<file path="config.mk">
export PLATFORM = sky130hd
export DESIGN_NAME = mem_arbiter_flat
export DESIGN_NICKNAME = d
export VERILOG_FILES = /design/src/rtl/mem_arb_pkg.sv /design/src/rtl/mem_arbiter_if.sv /design/src/rtl/mem_arbiter_arb_pick.sv /design/src/rtl/mem_arbiter.sv /design/src/flat_wrapper.sv
export SDC_FILE = /design/constraint.sdc
export NUM_CORES = 1
export LEC_CHECK = 0
export ABC_AREA = 1
export ABC_CLOCK_PERIOD_IN_PS = 1500
export CAP_MARGIN = 20
export CORE_ASPECT_RATIO = 1.4
export CORE_MARGIN = 1.5
export CORE_UTILIZATION = 42
export CTS_CLUSTER_SIZE = 28
export DETAILED_ROUTE_END_ITERATION = 6
export PLACE_DENSITY = 0.84
export SLEW_MARGIN = 20
export SYNTH_ARGS = -nofsm -noshare
export SYNTH_HDL_FRONTEND = slang
export SYNTH_HIERARCHICAL = 1
export SYNTH_SLANG_ARGS = --single-unit
</file>
<file path="constraint.sdc">
create_clock -name clk -period 1.5 [get_ports clk]
set_input_delay 0.3 -clock clk [delete_from_list [all_inputs] [get_ports clk]]
set_output_delay 0.3 -clock clk [all_outputs]
set_load 0.01 [all_outputs]
</file>
<file path="src/rtl/mem_arb_pkg.sv">
// mem_arb_pkg: shared definitions for the memory arbiter slice.
//   state_t   : arbiter FSM states (IDLE, ACCESS, DONE)
//   AW_DEF    : default memory address width
//   DW_DEF    : default memory data width
//   MEM_DEPTH : number of words in the main memory
package mem_arb_pkg;
  localparam int AW_DEF    = 5;
  localparam int DW_DEF    = 16;
  localparam int MEM_DEPTH = 32;

  typedef enum logic [1:0] {
    IDLE   = 2'd0,
    ACCESS = 2'd1,
    DONE   = 2'd2
  } state_t;
endpackage

</file>
<file path="src/rtl/mem_arbiter_if.sv">
// mem_arbiter_if: requester and memory-side signals of the arbiter.
//   Requester side : req, req_we, req_addr, req_wdata (flattened, requester i
//                    at [i*AW +: AW] / [i*DW +: DW]); ack, rdata, busy back.
//   Memory side    : eab, din_m, mem_we to the memory; dout_m from it.
//   slave  modport : the arbiter.
//   master modport : requesters + memory (the environment).
interface mem_arbiter_if #(
  parameter int NREQ = 3,
  parameter int AW   = mem_arb_pkg::AW_DEF,
  parameter int DW   = mem_arb_pkg::DW_DEF
);
  logic [NREQ-1:0]    req;
  logic [NREQ-1:0]    req_we;
  logic [NREQ*AW-1:0] req_addr;
  logic [NREQ*DW-1:0] req_wdata;
  logic [NREQ-1:0]    ack;
  logic [DW-1:0]      rdata;
  logic               busy;
  logic [AW-1:0]      eab;
  logic [DW-1:0]      din_m;
  logic               mem_we;
  logic [DW-1:0]      dout_m;

  modport slave (
    input  req, req_we, req_addr, req_wdata, dout_m,
    output ack, rdata, busy, eab, din_m, mem_we
  );

  modport master (
    output req, req_we, req_addr, req_wdata, dout_m,
    input  ack, rdata, busy, eab, din_m, mem_we
  );
endinterface

</file>
<file path="src/rtl/mem_arbiter_arb_pick.sv">
// arb_pick: combinational winner select.
//   req : request vector
//   ptr : search start index (0 gives fixed priority, index 0 highest)
//   gnt : one-hot grant (all zero when no request)
//   idx : binary index of the granted requester
module arb_pick #(
  parameter int NREQ = 3,
  parameter int IW   = 2
) (
  input  logic [NREQ-1:0] req,
  input  logic [IW-1:0]   ptr,
  output logic [NREQ-1:0] gnt,
  output logic [IW-1:0]   idx
);
  int k;

  // Walk from the farthest candidate back toward ptr; the last hit is the
  // one closest to ptr, so no early exit is needed.
  always_comb begin
    gnt = '0;
    idx = '0;
    k   = 0;
    for (int off = NREQ - 1; off >= 0; off--) begin
      k = (int'(ptr) + off) % NREQ;
      if (req[k]) begin
        gnt    = '0;
        gnt[k] = 1'b1;
        idx    = IW'(k);
      end
    end
  end
endmodule

</file>
<file path="src/rtl/mem_arbiter.sv">
// mem_arbiter: shares the single-port 32x16 main memory among NREQ requesters.
//   clk : system clock, all state on posedge
//   rst : asynchronous active-low reset
//   bus : mem_arbiter_if.slave (requests in, ack/rdata/busy out, registered
//         eab/din_m/mem_we to memory, dout_m from memory)
// Each access: IDLE (sample + register) -> ACCESS (memory cycle, capture
// read data) -> DONE (one-cycle ack). Optional macro MEM_ARB_RR_EN selects
// round-robin arbitration; otherwise fixed priority with index 0 highest.
module mem_arbiter
  import mem_arb_pkg::*;
#(
  parameter int NREQ = 3,
  parameter int AW   = AW_DEF,
  parameter int DW   = DW_DEF
) (
  input logic          clk,
  input logic          rst,
  mem_arbiter_if.slave bus
);
  localparam int IW = (NREQ > 2) ? 2 : 1;

  state_t          state, state_nxt;
  logic [NREQ-1:0] gnt, gnt_q, ack_q;
  logic [IW-1:0]   idx, ptr;
  logic [AW-1:0]   eab_q;
  logic [DW-1:0]   din_q, rdata_q;
  logic            we_q, busy_c;

  arb_pick #(.NREQ(NREQ), .IW(IW)) u_pick (
    .req (bus.req),
    .ptr (ptr),
    .gnt (gnt),
    .idx (idx)
  );

`ifdef MEM_ARB_RR_EN
  // Pointer moves just past the winner so the next search starts there.
  always_ff @(posedge clk or negedge rst) begin
    if (!rst)                          ptr <= '0;
    else if (state == IDLE && |gnt)    ptr <= (idx == IW'(NREQ - 1)) ? '0 : idx + 1'b1;
  end
`else
  assign ptr = '0;
`endif

  // State register
  always_ff @(posedge clk or negedge rst) begin
    if (!rst) state <= IDLE;
    else      state <= state_nxt;
  end

  // Next state; DONE never looks at req
  always_comb begin
    state_nxt = state;
    case (state)
      IDLE:    if (|gnt) state_nxt = ACCESS;
      ACCESS:  state_nxt = DONE;
      DONE:    state_nxt = IDLE;
      default: state_nxt = IDLE;
    endcase
  end

  // Outputs decoded from state
  always_comb begin
    busy_c = (state != IDLE);
  end

  // Datapath: only the winner latched in IDLE is used afterwards, so a
  // request withdrawn mid-access still completes and is acknowledged.
  always_ff @(posedge clk or negedge rst) begin
    if (!rst) begin
      eab_q   <= '0;
      din_q   <= '0;
      we_q    <= 1'b0;
      gnt_q   <= '0;
      ack_q   <= '0;
      rdata_q <= '0;
    end else begin
      ack_q <= '0;
      case (state)
        IDLE: if (|gnt) begin
          eab_q <= bus.req_addr[int'(idx)*AW +: AW];
          din_q <= bus.req_wdata[int'(idx)*DW +: DW];
          we_q  <= |(bus.req_we & gnt);
          gnt_q <= gnt;
        end
        ACCESS: begin
          if (!we_q) rdata_q <= bus.dout_m;
          we_q  <= 1'b0;
          ack_q <= gnt_q;
        end
        default: ;
      endcase
    end
  end

  assign bus.eab    = eab_q;
  assign bus.din_m  = din_q;
  assign bus.mem_we = we_q;
  assign bus.ack    = ack_q;
  assign bus.rdata  = rdata_q;
  assign bus.busy   = busy_c;
endmodule
</file>
<file path="src/flat_wrapper.sv">
// flat-port wrapper written by rule: the top's interface ports become plain ports
module mem_arbiter_flat import mem_arb_pkg::*;
#(
  parameter int NREQ = 3,
  parameter int AW   = AW_DEF,
  parameter int DW   = DW_DEF
)
  (clk, rst, bus_req, bus_req_we, bus_req_addr, bus_req_wdata, bus_dout_m, bus_ack, bus_rdata, bus_busy, bus_eab, bus_din_m, bus_mem_we);
  mem_arbiter_if #(.NREQ(NREQ), .AW(AW), .DW(DW)) bus_i ();
  input logic clk;
  input logic rst;
  input wire logic [$bits(bus_i.req)-1:0] bus_req;
  input wire logic [$bits(bus_i.req_we)-1:0] bus_req_we;
  input wire logic [$bits(bus_i.req_addr)-1:0] bus_req_addr;
  input wire logic [$bits(bus_i.req_wdata)-1:0] bus_req_wdata;
  input wire logic [$bits(bus_i.dout_m)-1:0] bus_dout_m;
  output wire logic [$bits(bus_i.ack)-1:0] bus_ack;
  output wire logic [$bits(bus_i.rdata)-1:0] bus_rdata;
  output wire logic [$bits(bus_i.busy)-1:0] bus_busy;
  output wire logic [$bits(bus_i.eab)-1:0] bus_eab;
  output wire logic [$bits(bus_i.din_m)-1:0] bus_din_m;
  output wire logic [$bits(bus_i.mem_we)-1:0] bus_mem_we;
  assign bus_i.req = bus_req;
  assign bus_i.req_we = bus_req_we;
  assign bus_i.req_addr = bus_req_addr;
  assign bus_i.req_wdata = bus_req_wdata;
  assign bus_i.dout_m = bus_dout_m;
  assign bus_ack = bus_i.ack;
  assign bus_rdata = bus_i.rdata;
  assign bus_busy = bus_i.busy;
  assign bus_eab = bus_i.eab;
  assign bus_din_m = bus_i.din_m;
  assign bus_mem_we = bus_i.mem_we;
  mem_arbiter #(.NREQ(NREQ), .AW(AW), .DW(DW)) u_core (.clk(clk), .rst(rst), .bus(bus_i));
endmodule
</file>
==> metrics.md <==
| Metric | Value |
|---|---|
| WP data required | `approximately 1.2 ns` |
| Number of different library cells in the post-synthesis netlist | `22` |
| Worst Setup End Kind | `output pin` |
| Static leakage power | `2.63 nW` |
| Setup ws final | `0.0646 ns` |
| Register bit count reported by yosys | `46` |
| Worst setup skew after layout | `just over 0.008 ns` |
| Seq/Total Area, Yosys | `0.406` |
| Proportion of layout cells with a drive suffix above 1 | `0.206` |
| Class of the most critical hold timing path | `register to register` |
| Cell area after layout | `about 0.0046 sq mm` |
| Crit Path Max Fanout | `1` |
| CP Buf/Inv Count | `1` |
| Largest net degree at the start of global routing | `47` |
| Period utilisation layout | `0.957` |
| Estimated wirelength of the detail-placed design | `6.08 mm` |
| Detailed-route via count | `3049` |
| I/O pins | `129` |
| Arrival time reported for the critical path endpoint | `around 1.1 ns` |
| Number of flops mapped to enable cells by yosys | `0` |
| Maximum ir drop on the vdd rail | `0.000623 V` |
| GRT Resource Usage Total | `0.224` |
| Stage delay of the slowest cell on the critical path | `0.52 ns` |
| Die boundary height | `100 um` |
| Number of CTS-inserted buffers | `5` |
| Most used DFF post-synth | `dfrtp_1` |
| RR Startpoint | `u_core/state[1]` |
| Post-detailed-route wirelength per cell | `13.1 um` |
| Post-Route Setup TNS | `0 ns` |
| Die outline area | `0.00725 sq mm` |
| Cell at the slowest stage of the critical path | `clkdlybuf4s50_1` |
| Kind of critical path | `register to output pin` |
| Placeable core region | `roughly 0.0066 sq mm` |
| Number of hold violations in the final report | `0` |
| Via count of the first global-routing pass | `2819` |
| Placement Cell Area | `around 0.0043 sq mm` |
| Power per cell area | `1470 mW/mm^2` |
| Hold WS | `0.483 ns` |
| Termination of the worst setup path | `bus_ack[2]` |
| Total stage count of the critical path | `1` |
| Area overhead of the layout relative to synthesis | `62.9%` |
| Cell-by-cell listing of the critical path | `clkdlybuf4s50_1` |
| Root buffer selected by CTS | `clkbuf_8` |
| CTS max path bufs | `2` |
| CTS tree | `built` |
| Worst slack after detailed placement | `-0.423 ns` |
| Global route overflow | `0` |
| Antenna violation net count after detailed routing | `0` |
| Launch point of the worst path | `u_core/bus.ack[2]` |
| Clock slew at reported path FFs | `~0.080 ns` |
| Routability cong. | `0.878` |
| Starting Density | `0.431` |
| Wire length of the first global-routing pass | `between 10 and 15 mm` |
| First DRT Iteration DRCs | `168` |
| Clock sink count | `46` |
| Cell family with most CP delay | `buffers and inverters` |
| Number of port buffers | `128` |
| Max-cap viol count | `0` |
| Post-route minimum period | `1.44 ns` |
| Total power | `0.00678 W` |
| Ant diodes | `0` |
| Synthesized cell area | `around 0.0028 sq mm` |
| Endpoint of the lowest-slack register-to-register path | `u_core/bus.rdata[15]` |
| Clock latency on the worst-skew pair | `0.30 ns` |
| Routed WL | `8.48 mm` |
| F_max | `around 0.70 GHz` |
| Total DRC errors in the routed layout | `0` |
| Share of synthesized flip-flops with an asynchronous set or reset | `1.00` |
| Total setup violations reported at the end of the flow | `0` |
| Number of antenna violations at the first check in global routing | `0` |
| Site Rows | `35` |
| Count of H-tree levels built during CTS | `2` |
| Crit path launch type | `register` |
| Depth of the worst register-to-register path | `6` |
| Per-instance average area after synthesis | `6.86 sq um` |
| Commonest non-fill, non-tap cells in the layout | `165 x nand2_1, 83 x clkdlybuf4s50_1, 70 x inv_1` |
| RSZ-0062 raised after global routing | `no` |
| R2R Setup Slk | `0.11 ns` |
| Number of cells produced by synthesis | `413` |
| Final layout net count | `662` |
| Result of the run | `complete, no violations` |
| Overall die width | `72.4 um` |
| Detailed-router iteration count before antenna repair | `4` |
| Final Slew Violations | `0` |
| Synth Warn # | `6` |
| Most common library cell in the layout ignoring fill and taps | `nand2_1` |
| Vias per cell | `4.72` |
## state kept, by name (all words and copies together), names as in the netlist
register / cells
u_core/bus.ack: 3
u_core/state: 2
u_core/bus.rdata: 16
u_core/bus.eab: 5
u_core/bus.mem_we: 1
u_core/gnt_q: 3
u_core/bus.din_m: 16
## layer usage
| metal | global-route usage | share of wire | vias to the layer above |
|---|---|---|---|
| met5 | 0 | 0 | - |
| met4 | 0.0798 | 0.024 | 0 |
| met3 | 0.0231 | 0.049 | 16 |
| met2 | 0.417 | 0.56 | 122 |
| met1 | 0.262 | 0.37 | 1395 |
| li1 | - | - | 1516 |
## power breakdown
| part | total (W) | internal [W] | switching (W) |
|---|---|---|---|
| clock network | 0.000915 | 0.000499 | 0.000416 |
| logic | 0.00369 | 0.00172 | 0.00197 |
| registers | 0.00217 | 0.00183 | 0.000337 |
## metrics by stage
step / instances / utilization
after CTS: 640 / 0.680
after detailed placement: 627 / 0.662
after global placement: 627 / 0.662
final: 646 / 0.703
after global routing: 646 / 0.703
after floorplan: 418 / -
## Yosys cell counts, types with 2 or more instances
cell      instances  area share
clkbuf_1          2      0.0027
inv_1            72       0.095
nand3_2           3       0.011
o21ai_0           3      0.0053
ha_1              4       0.018
buf_2             8       0.014
o21ai_2          17       0.053
inv_2             8       0.011
buf_6             4       0.016
nand2_2          20       0.044
dfrtp_1          46        0.41
buf_4             2      0.0053
nand2_1         184        0.24
nand3_1          28       0.049
nor2_1            5      0.0066
## worst min-delay path by stage
stage / start / end / slack [ns] / cells past startpoint
2_1_floorplan: rst / u_core/bus.ack[0] / 0.004 / 0
3_3_place_gp: rst / u_core/bus.din_m[14] / 0.30 / 2
3_5_place_dp: rst / u_core/bus.din_m[14] / 0.29 / 2
4_1_cts: u_core/bus.din_m[4] / u_core/bus.din_m[4] / 0.49 / 2
5_1_grt: u_core/bus.rdata[7] / u_core/bus.rdata[7] / 0.51 / 2
6_report: u_core/bus.din_m[9] / u_core/bus.din_m[9] / 0.48 / 2
## cell type report
| type | count | area, sq um |
|---|---|---|
| clock buffers | 5 | 68.8 |
| repair buffers | 162 | 1590 |
| multi-input cells | 276 | 1360 |
| inverters | 80 | 303 |
| clock inverters | 3 | 43.8 |
| well taps | 74 | 92.6 |
| fillers | 497 | 1950 |
| flip-flops and latches | 46 | 1150 |
## worst min-delay path, stage by stage (launching register included)
cell and delay, ns:
dfrtp_1 0.35, nand2_1 0.05, nand2_1 0.05
## kinds of logic (layout without fill, tap and decap cells)
family / after synthesis / in the layout / synth area share
compound gates: 22 / 22 / 0.0654
simple gates: 244 / 244 / 0.365
fa+ha+maj: 4 / 4 / 0.0177
flops: 46 / 46 / 0.406
other cells: 1 / 6 / 0.00132
buf+inv: 96 / 250 / 0.144
## what timing repair did
item,4_1_cts,5_1_grt
hold buffers,1,0
resized for setup,48,42
endpoints found under the setup margin,62,29
hold endpoints to repair,46,0
cloned,1,4
pin swaps,5,25
buffers inserted,3,2
Note: power is estimated with default switching activity, not from simulation.
